==> config.mk <==
export PLATFORM = sky130hd
export DESIGN_NAME = dmux_stream
export DESIGN_NICKNAME = d
export VERILOG_FILES = /design/src/rtl/dmux_pkg.sv /design/src/rtl/dmux_slot.sv /design/src/rtl/dmux_stream.sv
export SDC_FILE = /design/constraint.sdc
export NUM_CORES = 1
export LEC_CHECK = 0
export BUFFER_PORTS_ARGS = -buffer_cell sky130_fd_sc_hd__buf_2
export CAP_MARGIN = 20
export CELL_PAD_IN_SITES_DETAIL_PLACEMENT = 0
export CELL_PAD_IN_SITES_GLOBAL_PLACEMENT = 1
export CORE_ASPECT_RATIO = 2
export CORE_MARGIN = 8
export CORE_UTILIZATION = 39
export CTS_CLUSTER_SIZE = 30
export DETAILED_ROUTE_END_ITERATION = 6
export GPL_TIMING_DRIVEN = 0
export PLACE_DENSITY_LB_ADDON = 0.2
export SYNTH_ARGS = -nofsm -noshare
export SYNTH_HDL_FRONTEND = slang
export SYNTH_SLANG_ARGS = --single-unit
export TNS_END_PERCENT = 50
==> constraint.sdc <==
create_clock -name clk -period 2 [get_ports clk]
set_input_delay 0.4 -clock clk [delete_from_list [all_inputs] [get_ports clk]]
set_output_delay 0.4 -clock clk [all_outputs]
set_load 0.01 [all_outputs]
==> src/rtl/dmux_pkg.sv <==
// Shared definitions for the dmux_stream demultiplexer: drop counter width and
// packet-lock FSM state encoding.
package dmux_pkg;

    localparam int unsigned DROP_W = 8;

    typedef enum logic {
        DMUX_IDLE = 1'b0,
        DMUX_LOCK = 1'b1
    } dmux_state_e;

endpackage

==> src/rtl/dmux_slot.sv <==
// One-entry output register slot: holds a word plus its last flag until the
// consumer drains it. A load in the same cycle as a drain keeps the slot full.
module dmux_slot #(
    parameter int unsigned WIDTH = 16
) (
    input  logic             clk,
    input  logic             rst_n,
    input  logic             load,
    input  logic             drain,
    input  logic [WIDTH-1:0] in_data,
    input  logic             in_last,
    output logic             full,
    output logic [WIDTH-1:0] data,
    output logic             last
);

    always_ff @(posedge clk or negedge rst_n) begin
        if (!rst_n) begin
            full <= 1'b0;
            data <= '0;
            last <= 1'b0;
        end else if (load) begin
            full <= 1'b1;
            data <= in_data;
            last <= in_last;
        end else if (full && drain) begin
            full <= 1'b0;
        end
    end

endmodule

==> src/rtl/dmux_stream.sv <==
// N-way registered streaming demultiplexer with per-channel one-entry slots and
// a saturating drop counter for out-of-range selects.
// Optional packet lock FSM enabled by defining DMUX_PKT_LOCK_EN.
module dmux_stream
    import dmux_pkg::*;
#(
    parameter  int unsigned WIDTH = 16,
    parameter  int unsigned N     = 4,
    localparam int unsigned SEL_W = $clog2(N)
) (
    input  logic               clk,
    input  logic               rst_n,
    input  logic [WIDTH-1:0]   in_data,
    input  logic               in_valid,
    input  logic               in_last,
    input  logic [SEL_W-1:0]   in_sel,
    output logic               in_ready,
    output logic [N*WIDTH-1:0] out_data,
    output logic [N-1:0]       out_valid,
    output logic [N-1:0]       out_last,
    input  logic [N-1:0]       out_ready,
    output logic               drop_pulse,
    output logic [DROP_W-1:0]  drop_count
);

    logic [SEL_W-1:0] esel;
    logic             route_ok;
    logic             sel_free;
    logic             accept;
    logic [N-1:0]     load;

`ifdef DMUX_PKT_LOCK_EN
    dmux_state_e      state_q;
    dmux_state_e      state_d;
    logic [SEL_W-1:0] lock_q;

    always_ff @(posedge clk or negedge rst_n) begin
        if (!rst_n) begin
            state_q <= DMUX_IDLE;
            lock_q  <= '0;
        end else begin
            state_q <= state_d;
            if (accept && (state_q == DMUX_IDLE)) begin
                lock_q <= in_sel;
            end
        end
    end

    always_comb begin
        state_d = state_q;
        case (state_q)
            DMUX_IDLE: if (accept && !in_last) state_d = DMUX_LOCK;
            DMUX_LOCK: if (accept && in_last)  state_d = DMUX_IDLE;
            default:   state_d = DMUX_IDLE;
        endcase
    end

    // Locked packets keep their first beat's select, even when it is out of range.
    assign esel = (state_q == DMUX_LOCK) ? lock_q : in_sel;
`else
    assign esel = in_sel;
`endif

    assign route_ok = (32'(esel) < N);

    always_comb begin
        sel_free = 1'b0;
        for (int k = 0; k < int'(N); k++) begin
            if (SEL_W'(k) == esel) begin
                sel_free = !out_valid[k] || out_ready[k];
            end
        end
    end

    // Drop beats are always taken; nothing is accepted while reset is asserted.
    assign in_ready = rst_n && (!route_ok || sel_free);
    assign accept   = in_valid && in_ready;

    always_comb begin
        load = '0;
        for (int k = 0; k < int'(N); k++) begin
            load[k] = accept && (SEL_W'(k) == esel);
        end
    end

    for (genvar k = 0; k < int'(N); k++) begin : g_slot
        dmux_slot #(
            .WIDTH(WIDTH)
        ) u_slot (
            .clk    (clk),
            .rst_n  (rst_n),
            .load   (load[k]),
            .drain  (out_ready[k]),
            .in_data(in_data),
            .in_last(in_last),
            .full   (out_valid[k]),
            .data   (out_data[k*WIDTH +: WIDTH]),
            .last   (out_last[k])
        );
    end

    always_ff @(posedge clk or negedge rst_n) begin
        if (!rst_n) begin
            drop_pulse <= 1'b0;
            drop_count <= '0;
        end else begin
            drop_pulse <= accept && !route_ok;
            if (accept && !route_ok && (drop_count != {DROP_W{1'b1}})) begin
                drop_count <= drop_count + DROP_W'(1);
            end
        end
    end

endmodule

==> summary.txt <==
STA
  – Worst-Margin Slew: about 0.89 ns
  – # setup viols final: 0
  – Worst relative slew slack: 0.4076
  – Final hold slack: roughly 0.070 ns
  – Fin Setup TNS: 0 ns
  – Final number of hold-violating endpoints: 0
  – Setup Skew: 0.003306 ns
  – Final Cycle Share: 0.8656
  – Slew Viols, Final: 0
  – Fin crit period: 1.731 ns
  – Fmax: 0.5776 GHz
  – RSZ-0062 raised after global routing: false

Pwr
  – PD cells: roughly 1100 mW/mm^2
  – LEAKAGE: a little under 2 nW
  – Overall Power: 4.492 mW
  – Peak supply drop: ~630 uV

Worst setup path
  – CP endpoint: in_ready
  – Worst setup EP type: output port
  – Crit path from: g_slot[1].u_slot.full
  – Data required, critical path: 1.60 ns
  – R2R depth: 5
  – Peak fanout along the critical path: 3
  – Setup CP Type: flip-flop to output port
  – Reg2reg start: g_slot[1].u_slot.full
  – Arr. time, crit path: 1.33 ns
  – Worst R2R End: g_slot[1].u_slot.data[10]
  – Flop-to-flop setup slack: around 0.46 ns
  – Crit start category: flip-flop

Floorplan
  – Core Area: ~0.0075 mm^2
  – FP Rows: between 40 and 50
  – Die Width: 77.76 um
  – Initial core utilization: 0.3973
  – I/O pins: 108
  – Die area: about 0.011 mm^2
  – Chip height: 139.5 um

Cells and area
  – Final std cell area, no fill: roughly 0.0040 mm^2
  – Share of post-route cells with drive strength above 1: 0.6913
  – Synthesis-to-layout area growth: 34.10%
  – Antenna diodes: 0
  – Final instance count without filler cells: 405
  – NumNets Final: 333

Routing
  – # DRC: 0
  – Post-DR vias/cell: around 4.7
  – Wirelength, routed: 6751 um
  – Drt first pass iters: 4
  – Top sig layer: met4
  – DR iter-0 viols: 78
  – Met2 Wirelength: 3294 um
  – Vias: 1890
  – Met3 Routed Length: between 500 and 600 um
  – M1 WL: 2760 um
  – Antenna Nets Post-Route: 0
  – WL/cell: 16.67 um

Clock tree
  – Longest Clk Path Bufs: 2
  – Clock Sink Count: ~70
  – CTS HTree Levels: 3
  – CTS tree: built
  – TritonCTS Buffers: 9
  – Root buffer cell: clkbuf_16
  – CTS clock-pin slew for the worst setup and hold paths: 0.05 ns
  – Clk_lat worst skew: 0.32 ns

Global route
  – Largest net degree at the start of global routing: 58
  – Gr ovfl total: 0
  – Global-route wire length before repair: 11010 um
  – Initial antenna violation count: 0
  – Vias in the first global route: approximately 2200
  – GRT Total Usage: 0.1300

Synthesis
  – Synth top area share: 0.6056
  – Seq cells post-synth: 72
  – YS warnings: 0
  – Cell area after synthesis: between 0.002 and 0.003 mm^2
  – Post-synth top area cell: dfrtp_1
  – Top cells by area, synth: dfrtp_1 (61%), mux2_2 (22%), mux2_4 (5.0%), buf_4 (4.3%), buf_6 (0.76%)
  – Cell count after synthesis: about 180
  – Sequential area share after synthesis: 0.6056
  – Cell variety after synth: 26
  – Syn_area_per_cell: 16.17 um^2

Placed design
  – Cells after DPL: 384
  – Port bufs: between 90 and 100
  – Dpl cell area: 0.003638 mm^2
  – Gpl congestion: 0.6871
  – DP HPWL: slightly below 5000 um

Job
  – Maxcap violations: 0

Outcome
  – Status: complete, no violations

Hold path
  – Hold WC Path Type: input pin to async pin
## metal layers
layer  up-vias  GRT usage
met3         9    0.06387
met5         -          0
met2        68     0.2036
met4         0    0.05411
li1        872          -
met1       941     0.1453
## per-stage QoR
stage                       util  worst slack (ns)
after floorplan                -            0.3961
after CTS                 0.5328            0.2408
after global placement    0.4819            -1.275
final                     0.5328            0.2688
after detailed placement  0.4859           -0.4897
after global routing      0.5328           0.08329
## Yosys cell counts, drive strengths merged
cell	n
conb	1
mux2	68
and3	1
nand2	2
nand2b	2
clkbuf	1
dfrtp	72
or2b	1
mux2i	1
nand4	1
nand3	2
nand4b	1
a21oi	2
nor3b	1
nand4bb	1
nor2	1
o21ai	2
buf	21
o311ai	1
inv	2
## state kept, by name (all words and copies together), names as in the netlist
signal	cells
g_slot.u_slot.data	64
g_slot.u_slot.full	4
g_slot.u_slot.last	4
## final cells by class
class	count	area, um^2
fill	702	3498
sequential	72	1802
multi-input combinational	96	1015
timing repair buffer	104	563.0
clock buffer	10	239.0
buffer	22	188.9
tap	94	117.6
clock inverter	5	57.56
inverter	2	7.507
## power by group
group,internal [mW],switching [mW],total [mW],leakage [nW]
Clock,0.990,0.555,1.54,0.148
Sequential,1.78,0.153,1.93,0.870
Combinational,0.550,0.468,1.02,0.970
## cell usage in the layout (no fill, tap or decap), types with 2 or more instances in the layout
cell type	Yosys	layout
buf_2	1	97
dfrtp_1	72	72
clkinv_4	0	2
o21ai_0	2	2
inv_1	2	2
mux2_2	58	58
clkbuf_16	0	9
nand2_1	2	2
buf_6	2	2
conb_1	1	9
nand2b_1	2	2
clkbuf_8	1	2
clkinv_2	0	2
buf_4	17	23
mux2_4	10	10
## worst min path at each step
| stage | to | startpoint | cells after the start |
|---|---|---|---|
| after floorplan | g_slot[0].u_slot.data[0] | rst_n | 0 |
| after global placement | g_slot[3].u_slot.data[7] | g_slot[3].u_slot.data[7] | 1 |
| after detailed placement | g_slot[1].u_slot.last | rst_n | 1 |
| after CTS | g_slot[3].u_slot.data[8] | rst_n | 2 |
| after global routing | g_slot[0].u_slot.last | rst_n | 2 |
| final | g_slot[0].u_slot.last | rst_n | 2 |
## cells by family after synthesis
kind of cell    Yosys count  synth area share
other cells               1          0.001260
simple gates             13           0.04290
mux                      69            0.2733
flops                    72            0.6056
buf+inv                  24           0.06602
compound gates            5           0.01093
## critical path, stage by stage (launching register included)
cell	delay [ns]
dfrtp_1	0.34
or2b_2	0.32
mux2i_1	0.13
a21oi_1	0.07
buf_2	0.15
## what timing repair did
item | CTS | global route
setup endpoints to repair | 20 | 0
resized for setup | 1 | 0
hold buffers | 1 | 0
hold endpoints to repair | 20 | 0
buffers inserted | 5 | 0
Power figures use the tool's default switching activity.
